## src/rtl/phase_sched_pkg.sv

```systemverilog
// Shared definitions for the cpu15 phase sequencer: state encoding, phase indices
// and the state-to-output decode used by both the sequencer and debug logic.
package phase_sched_pkg;

    typedef enum logic [2:0] {
        ST_IDLE = 3'd0,
        ST_FT   = 3'd1,
        ST_DC   = 3'd2,
        ST_EX   = 3'd3,
        ST_WB   = 3'd4,
        ST_HALT = 3'd5
    } state_e;

    localparam int PH_IDX_FT = 0;
    localparam int PH_IDX_DC = 1;
    localparam int PH_IDX_EX = 2;
    localparam int PH_IDX_WB = 3;

    typedef struct packed {
        logic ph_ft;
        logic ph_dc;
        logic ph_ex;
        logic ph_wb;
        logic busy;
        logic halted;
    } out_t;

    function automatic out_t decode_state(input state_e s);
        out_t o;
        o = '0;
        case (s)
            ST_FT:   begin o.ph_ft = 1'b1; o.busy = 1'b1; end
            ST_DC:   begin o.ph_dc = 1'b1; o.busy = 1'b1; end
            ST_EX:   begin o.ph_ex = 1'b1; o.busy = 1'b1; end
            ST_WB:   begin o.ph_wb = 1'b1; o.busy = 1'b1; end
            ST_HALT: o.halted = 1'b1;
            default: o = '0;
        endcase
        return o;
    endfunction

endpackage

```

## src/rtl/phase_sched_instr_counter.sv

```systemverilog
// Retired-instruction counter: synchronous clear, increments by one per enabled
// cycle and wraps modulo 2^CNT_W. Count is visible the cycle after the enable.
module phase_sched_instr_counter #(
    parameter int CNT_W = 16
) (
    input  logic             clk_i,
    input  logic             clr_i,
    input  logic             en_i,
    output logic [CNT_W-1:0] cnt_o
);

    logic [CNT_W-1:0] cnt_q;
    logic [CNT_W-1:0] cnt_d;

    always_comb begin
        cnt_d = cnt_q;
        if (en_i) begin
            cnt_d = cnt_q + CNT_W'(1);
        end
    end

    always_ff @(posedge clk_i) begin
        if (clr_i) begin
            cnt_q <= '0;
        end else begin
            cnt_q <= cnt_d;
        end
    end

    assign cnt_o = cnt_q;

endmodule

```

## src/rtl/phase_sched.sv

```systemverilog
// Instruction-phase sequencer: FT->DC->EX->WB under run/step control, held by STALL,
// parked in HALT until reset. Outputs are registered; RUN/STEP at edge n gives PH_FT after n.
module phase_sched
    import phase_sched_pkg::*;
#(
    parameter int CNT_W = 16
) (
    input  logic             CLK,
    input  logic             RST,
    input  logic             RUN,
    input  logic             STEP,
    input  logic             STALL,
    input  logic             HALT_IN,
    output logic             PH_FT,
    output logic             PH_DC,
    output logic             PH_EX,
    output logic             PH_WB,
    output logic             BUSY,
    output logic             HALTED,
    output logic [CNT_W-1:0] INSTR_CNT
);

    state_e state_q;
    state_e state_d;
    logic   step_mode_q;
    logic   step_mode_d;
    out_t   out_q;
    logic   retire;

    always_comb begin
        state_d     = state_q;
        step_mode_d = step_mode_q;
        case (state_q)
            ST_IDLE: begin
                if (RUN) begin
                    state_d     = ST_FT;
                    step_mode_d = 1'b0;
                end else if (STEP) begin
                    state_d     = ST_FT;
                    step_mode_d = 1'b1;
                end
            end
            ST_FT: if (!STALL) state_d = ST_DC;
            ST_DC: if (!STALL) state_d = ST_EX;
            ST_EX: if (!STALL) state_d = ST_WB;
            ST_WB: begin
                // HALT_IN is only acted on once the writeback stall releases
                if (!STALL) begin
                    if (HALT_IN) begin
                        state_d = ST_HALT;
                    end else if (step_mode_q || !RUN) begin
                        state_d = ST_IDLE;
                    end else begin
                        state_d = ST_FT;
                    end
                end
            end
            ST_HALT: state_d = ST_HALT;
            default: state_d = ST_IDLE;
        endcase
    end

    // Outputs are registered from the next state so they line up with state_q
    always_ff @(posedge CLK) begin
        if (RST) begin
            state_q     <= ST_IDLE;
            step_mode_q <= 1'b0;
            out_q       <= '0;
        end else begin
            state_q     <= state_d;
            step_mode_q <= step_mode_d;
            out_q       <= decode_state(state_d);
        end
    end

    assign retire = (state_q == ST_WB) && !STALL;

    phase_sched_instr_counter #(
        .CNT_W (CNT_W)
    ) u_instr_counter (
        .clk_i (CLK),
        .clr_i (RST),
        .en_i  (retire),
        .cnt_o (INSTR_CNT)
    );

    assign PH_FT  = out_q.ph_ft;
    assign PH_DC  = out_q.ph_dc;
    assign PH_EX  = out_q.ph_ex;
    assign PH_WB  = out_q.ph_wb;
    assign BUSY   = out_q.busy;
    assign HALTED = out_q.halted;

endmodule

```

## config.mk

```make
export PLATFORM = sky130hd
export DESIGN_NAME = phase_sched
export DESIGN_NICKNAME = d
export VERILOG_FILES = /design/src/rtl/phase_sched_pkg.sv /design/src/rtl/phase_sched_instr_counter.sv /design/src/rtl/phase_sched.sv
export SDC_FILE = /design/constraint.sdc
export NUM_CORES = 1
export LEC_CHECK = 0
export BUFFER_PORTS_ARGS = -buffer_cell sky130_fd_sc_hd__buf_4
export CORE_MARGIN = 2
export CORE_UTILIZATION = 36
export DETAILED_ROUTE_END_ITERATION = 6
export GPL_TIMING_DRIVEN = 0
export PLACE_DENSITY = 0.6
export SLEW_MARGIN = 25
export SYNTH_ARGS = -nofsm -noshare
export SYNTH_HDL_FRONTEND = slang
export SYNTH_SLANG_ARGS = --single-unit
```

## constraint.sdc

```tcl
create_clock -name CLK -period 5.2 [get_ports CLK]
set_input_delay 0.52 -clock CLK [delete_from_list [all_inputs] [get_ports CLK]]
set_output_delay 0.52 -clock CLK [all_outputs]
set_load 0.005 [all_outputs]
```

==> flow_summary_export.csv, run 1 <==
group,metric,value,unit
die,top_level_ports,28,
clocking,clkTransAtPathRegs,130,ps
die,start_util,37.5,%
sta,finClkSkew,7.04,ps
die,num_rows,20,
power,switchingPower,77.1,uW
power,netSwitchingFraction,23.5,%
placed_design,placed_cell_area,1400,um2
clocking,h-tree-depth,1,
finish,post-route-util,46.7,%
power,seqPwrFrac,63.8,%
run,cap_violations,0,
finish,antennaDiodeCount,0,
clocking,clock_latency,310,ps
die,fp.dieW,60.4,um
die,core-area,3050,um2
synth,ys_types,32,
detailed_routing,drt_iter0_markers,51,
grt,grt_pass1_wl,4.14,mm
setup_path,startpoint_type,"flip-flop",
clocking,numCtsBuffers,3,
power,total_power,329,uW
detailed_routing,wirelength,2.39,mm
placed_design,dp_hpwl,1.70,mm
sta,period_needed,2200,ps
clocking,clockBufferDepth,2,
setup_path,worst-r2r-setup-slack,3000,ps
clocking,clk_root_buffer_cell,"clkbuf_4",
detailed_routing,route.detailed.drc,0,
sta,drv_slew,0,
power,p_leak,0.543,nW
finish,area_growth,24.5,%
clocking,clock_sinks,26,
placed_design,post-place-cells,201,
setup_path,required,5450,ps
finish,finalInstanceArea,1430,um2
placed_design,finalWeightedCongestion,0.755,
detailed_routing,wire_per_inst,11.7,um
clocking,postCtsHoldBufs,0,
power,vdd_drop_max,118,uV
sta,tightestPinTransition,597,ps
setup_path,end_kind,"flip-flop",
clocking,cts_setup_buffers,0,
setup_path,r2r_start,"state_q[2]",
setup_path,cp.arrival,2460,ps
detailed_routing,drtAntennaViolNets,0,
sta,finalSetupViolCount,0,
placed_design,port_buffers,27,
grt,antenna_found_initial,0,
finish,fin_cells,204,
sta,period_share,42.4,%
synth,syn_inst,130,
power,p_comb_share,11.2,%
setup_path,r2r-end,"u_instr_counter.cnt_o[15]",
worst_hold_path,hp-class,"in2reg",
clocking,cts.repair.resized,0,
die,die_area,3650,um2
power,internal_power,251,uW
run_status,run_status,"complete, no violations",
sta,rsz0062_at_grt,"no",
synth,ys_ff_latch,26,
clocking,cts_tree,"done",
setup_path,crit_type,"reg2reg",
sta,final-hold-violation-count,0,
setup_path,crit_path_end,"u_instr_counter.cnt_o[15]",
detailed_routing,viasPerCell,4.88,
power,power.density,230,nW/um2
grt,grt_pass1_vias,965,
finish,design.final.nets,169,
sta,fin_tns_setup,0,ps
synth,yosysWarningCount,0,
setup_path,r2r_cells,6,
grt,gr-total-overflow,0,
die,fp.dieH,60.4,um
grt,grt_max_degree,14,
synth,syn_nets,137,
detailed_routing,drt-pass1-iter-count,4,
grt,grt_usage,14.7,%
sta,slew_headroom,60.1,%
finish,drive_gt1_share,21.9,%
setup_path,crit_start,"state_q[2]",
synth,avgSynthCellArea,8.82,um2
power,clkPwrFrac,24.9,%
synth,ys_seq_area_share,45.4,%
setup_path,path_max_fanout,9,
synth,synth_area,1150,um2
detailed_routing,vias,995,
sta,clock.fmax,0.454,GHz
==> sequential cells by signal, summed over array words and instances, names as in the netlist <==
name and cells:
state_q 3, PH_EX 1, BUSY 1, HALTED 1, PH_DC 1, step_mode_q 1
u_instr_counter.cnt_o 16, PH_WB 1, PH_FT 1
==> cell type report <==
class                      instances  area [um2]
buffer                             6        38.8
fill                             315        1630
sequential                        26         520
timing repair buffer              27         203
tap                               44        55.1
multi-input combinational         93         568
clock buffer                       3        22.5
inverter                           5        18.8
==> cells in the mapped netlist, drive strengths merged <==
cell type | count | area [um2]
o211ai | 1 | 7.51
nor3 | 5 | 25.0
clkbuf | 3 | 11.3
nand3 | 6 | 30.0
xor2 | 3 | 26.3
or3 | 3 | 18.8
a21oi | 7 | 35.0
or4 | 3 | 22.5
nor2 | 15 | 56.3
dfxtp | 26 | 521
nor4b | 1 | 15.0
buf | 3 | 27.5
inv | 5 | 18.8
a21o | 1 | 7.51
nand2 | 7 | 26.3
and2b | 2 | 15.0
o21ai | 5 | 25.0
and3 | 1 | 6.26
or2 | 2 | 12.5
mux2i | 2 | 20.0
nor3b | 1 | 7.51
xnor2 | 7 | 61.3
nor4 | 3 | 18.8
ha | 1 | 12.5
or4b | 1 | 10.0
o31ai | 4 | 30.0
nor2b | 4 | 25.0
nand3b | 1 | 7.51
nand4 | 5 | 31.3
a211oi | 2 | 15.0
==> metrics by stage <==
stage	hold slack, ps	setup slack [ps]
CTS	378	3020
global placement	462	2800
finish	389	3000
floorplan	468	3000
global route	378	2890
detailed placement	481	2770
==> how the worst min path moves through the flow <==
stage                                    from  depth (start not counted)                   endpoint  slack, ps
finish                                    RUN                          2                step_mode_q        390
global route                              RUN                          2                step_mode_q        380
CTS                                       RUN                          2                step_mode_q        380
detailed placement  u_instr_counter.cnt_o[15]                          2  u_instr_counter.cnt_o[15]        480
global placement    u_instr_counter.cnt_o[15]                          2  u_instr_counter.cnt_o[15]        460
floorplan           u_instr_counter.cnt_o[15]                          2  u_instr_counter.cnt_o[15]        470
==> placed cells by master (no fill, tap or decap), drive strengths merged <==
| cell type | instances |
|---|---|
| buf | 30 |
| and2b | 2 |
| o21ai | 5 |
| xnor2 | 7 |
| ha | 1 |
| nand2 | 7 |
| or4 | 3 |
| inv | 5 |
| nor2b | 4 |
| or3 | 3 |
| or2 | 2 |
| nor3b | 1 |
| nor2 | 15 |
| xor2 | 3 |
| nand4 | 5 |
| nor4 | 3 |
| or4b | 1 |
| a21oi | 7 |
| dfxtp | 26 |
| nor4b | 1 |
| o31ai | 4 |
| nand3 | 6 |
| mux2i | 2 |
| o211ai | 1 |
| nand3b | 1 |
| and3 | 1 |
| clkbuf | 6 |
| nor3 | 5 |
| a21o | 1 |
| a211oi | 2 |
==> power groups by stage <==
stage	Combinational [mW]	Sequential (mW)	Clock, mW
3_3_place_gp	0.0368	0.214	0
3_5_place_dp	0.0373	0.214	0
2_1_floorplan	0.0224	0.214	0
5_1_grt	0.0421	0.211	0.0944
6_report	0.0369	0.210	0.0819
4_1_cts	0.0374	0.210	0.0857
==> cell families after synthesis <==
family,Yosys count,share of synthesized area [%]
and+or+nand+nor,60,28.6
DFF,26,45.4
AOI/OAI and AO/OA,20,10.5
buffers and inverters,11,5.02
xor gates and xnor gates,10,7.64
muxes,2,1.75
adders and majority gates,1,1.09
==> metal layers <==
layer,share of wire [%],wire [um],track usage [%]
met4,0.59,14,5.28
met5,0,0,0
met1,49,1180,18.2
met2,47,1130,25.6
met3,3.2,76,2.77
==> worst max-delay path: stages (launching register included) <==
cell     delay (ps)
dfxtp_1         500
or4b_1          450
buf_2           180
or2_1           240
buf_6           130
or4_1           500
a21oi_1         140
(Power assumes the default switching activity.)
==> run 2, diff against run 1 <==
- ABC_AREA: unset -> 1
- PLACE_DENSITY: 0.6 -> 0.59
- clock period: 5.2 -> 2.1 ns (I/O delays scaled with it)
==> flow_summary_export.csv, run 2 <==
group,metric,value,unit
synth,synth_area,1300,um2
synth,ys_types,26,
setup_path,startpoint_type,"flip-flop",
synth,synth_top_area_share,40.2,%
grt,grt_usage,15.7,%
grt,grt_pass1_vias,1111,
sta,drv_slew,0,
sta,slew_headroom,65.1,%
die,top_level_ports,28,
finish,largest_reg_flops,16,
finish,area_growth,24.1,%
clocking,clk_root_buffer_cell,"clkbuf_4",
clocking,postCtsHoldBufs,0,
worst_hold_path,min_path_cells,2,
setup_path,path_buf_inv,2,
worst_hold_path,hp-class,"in2reg",
run,cap_violations,0,
sta,tightestPinTransition,523,ps
setup_path,end_kind,"flip-flop",
synth,ys_ff_latch,26,
clocking,clockBufferDepth,2,
die,fp.dieH,64.0,um
detailed_routing,dr_wl_met2,1.23,mm
synth,ys_seq_area_share,40.2,%
die,fp.dieW,64.0,um
power,vdd_drop_max,350,uV
finish,layout_common_cells,"nand2_1, nor2_1, buf_4",
sta,clock.fmax,0.702,GHz
clocking,cts.repair.resized,0,
sta,finClkSkew,5.74,ps
grt,antenna_found_initial,0,
clocking,h-tree-depth,1,
detailed_routing,wl_met1,1.49,mm
clocking,cts_tree,"done",
finish,drive_gt1_share,18.2,%
run_status,run_status,"complete, no violations",
setup_path,cpPeakStageDelay,500,ps
clocking,cts_setup_buffers,0,
synth,syn_nets,201,
detailed_routing,wire_per_inst,10.5,um
setup_path,r2r_start,"u_instr_counter.cnt_o[0]",
placed_design,dp_hpwl,2.15,mm
sta,period_needed,1420,ps
finish,layout_commonest_cell,"nand2_1",
grt,grt_pass1_wl,5.03,mm
setup_path,r2r-end,"u_instr_counter.cnt_o[5]",
clocking,clock_sinks,26,
sta,period_share,67.8,%
die,start_util,38.2,%
detailed_routing,top_layer,"met4",
setup_path,critPathTopFamily,"flip-flops",
detailed_routing,drtAntennaViolNets,0,
placed_design,finalWeightedCongestion,0.830,
finish,design.final.nets,233,
detailed_routing,route.detailed.drc,0,
synth,yosys.area.top_type,"dfxtp_1",
finish,antennaDiodeCount,0,
power,power.density,608,nW/um2
setup_path,r2r_cells,7,
detailed_routing,viasPerCell,4.57,
die,num_rows,21,
clocking,clkTransAtPathRegs,150,ps
power,total_power,978,uW
setup_path,path_max_fanout,7,
detailed_routing,drt_iter0_markers,50,
synth,synth_top_cells_by_count,"nand2_1, nor2_1, dfxtp_1, inv_1, a21oi_1",
finish,finalInstanceArea,1610,um2
detailed_routing,vias,1238,
placed_design,port_buffers,27,
die,core-area,3390,um2
clocking,clock_latency,330,ps
setup_path,crit_chain,"inv_1 -> nor2_2 -> inv_1 -> nor2_1 -> nand2_1 -> o21ai_0 -> nor2_1",
grt,gr-total-overflow,0,
setup_path,required,2340,ps
worst_hold_path,hold_end,"step_mode_q",
detailed_routing,wirelength,2.85,mm
sta,final-hold-violation-count,0,
synth,avgSynthCellArea,6.68,um2
setup_path,worst-r2r-setup-slack,680,ps
clocking,numCtsBuffers,3,
sta,fin_tns_setup,0,ps
sta,rsz0062_at_grt,"no",
setup_path,cp.arrival,1670,ps
power,p_leak,0.688,nW
placed_design,placed_cell_area,1560,um2
synth,yosysWarningCount,0,
synth,synthArstFlopShare,0,%
synth,yosys_most_used_dff,"dfxtp_1",
synth,synth_edf_count,0,
worst_hold_path,min_from,"RUN",
detailed_routing,drt-pass1-iter-count,4,
synth,synth_area_leaders,"dfxtp_1, nand2_1, nor2_1",
synth,synth_most_common_cell,"nand2_1",
sta,hold_slack,52.0,ps
synth,syn_inst,194,
grt,grt_max_degree,16,
sta,finalSetupViolCount,0,
detailed_routing,wl_met3,105,um
die,die_area,4100,um2
setup_path,crit_type,"reg2reg",
setup_path,critPathSlowestCell,"dfxtp_1",
## run 2: cell types whose count changed after synthesis, sizes merged, moves of 3 or more
cell / before / now
nor2: 15 / 33
nor2b: 4 / 0
o31ai: 4 / 0
nand2: 7 / 59
o21ai: 5 / 9
xnor2: 7 / 2
nor3: 5 / 2
or3: 3 / 0
nand3: 6 / 9
or4: 3 / 0
a21oi: 7 / 17
nor4: 3 / 0
inv: 5 / 24
## run 2: worst max-delay path by stage
stage                                end  cells after the start                     start  slack [ps]
2_1_floorplan  u_instr_counter.cnt_o[15]                      7  u_instr_counter.cnt_o[0]         900
3_3_place_gp    u_instr_counter.cnt_o[5]                      7  u_instr_counter.cnt_o[0]         720
3_5_place_dp   u_instr_counter.cnt_o[15]                      7  u_instr_counter.cnt_o[0]         720
4_1_cts         u_instr_counter.cnt_o[5]                      7  u_instr_counter.cnt_o[0]         700
5_1_grt         u_instr_counter.cnt_o[5]                      7  u_instr_counter.cnt_o[0]         550
6_report        u_instr_counter.cnt_o[5]                      7  u_instr_counter.cnt_o[0]         680
## run 2: cells by family (layout without fill, tap and decap cells)
logic type | Yosys count | in the layout | share of synthesized area (%)
flip-flops | 26 | 26 | 40.2
AO/OA/AOI/OAI | 29 | 29 | 11.7
XOR/XNOR | 3 | 3 | 2.03
buffers and inverters | 26 | 57 | 8.01
AND/OR/NAND/NOR | 109 | 109 | 37.2
adder cells (fa/ha/maj) | 1 | 1 | 0.965
## run 2: layout make-up
class	instances	area (um2)
buffer	2	11.3
clock buffer	3	22.5
clock inverter	1	30.0
fill	352	1780
inverter	24	92.6
multi-input combinational	142	672
sequential	26	520
tap	46	57.6
timing repair buffer	27	203
## run 2: where the power goes
| group | leakage, nW | total [mW] | switching (mW) | internal [mW] |
|---|---|---|---|---|
| sequential | 0.211 | 0.523 | 0.0107 | 0.512 |
| combinational | 0.449 | 0.104 | 0.0602 | 0.0439 |
| clock | 0.0279 | 0.350 | 0.157 | 0.193 |
| total | 0.688 | 0.978 | 0.228 | 0.749 |
## run 2: metrics by stage
stage | util (%) | instances | setup slack [ps]
after floorplan | - | 194 | 902
after global placement | 45.9 | 267 | 720
after detailed placement | 45.9 | 267 | 718
after CTS | 47.5 | 271 | 697
after global routing | 47.5 | 271 | 554
final | 47.5 | 271 | 676
## run 2: per-layer routing
layer,GRT usage [%],vias up
met3,2.64,2
met2,24.9,20
met5,0,-
met1,21.3,539
met4,5.71,0
li1,-,677
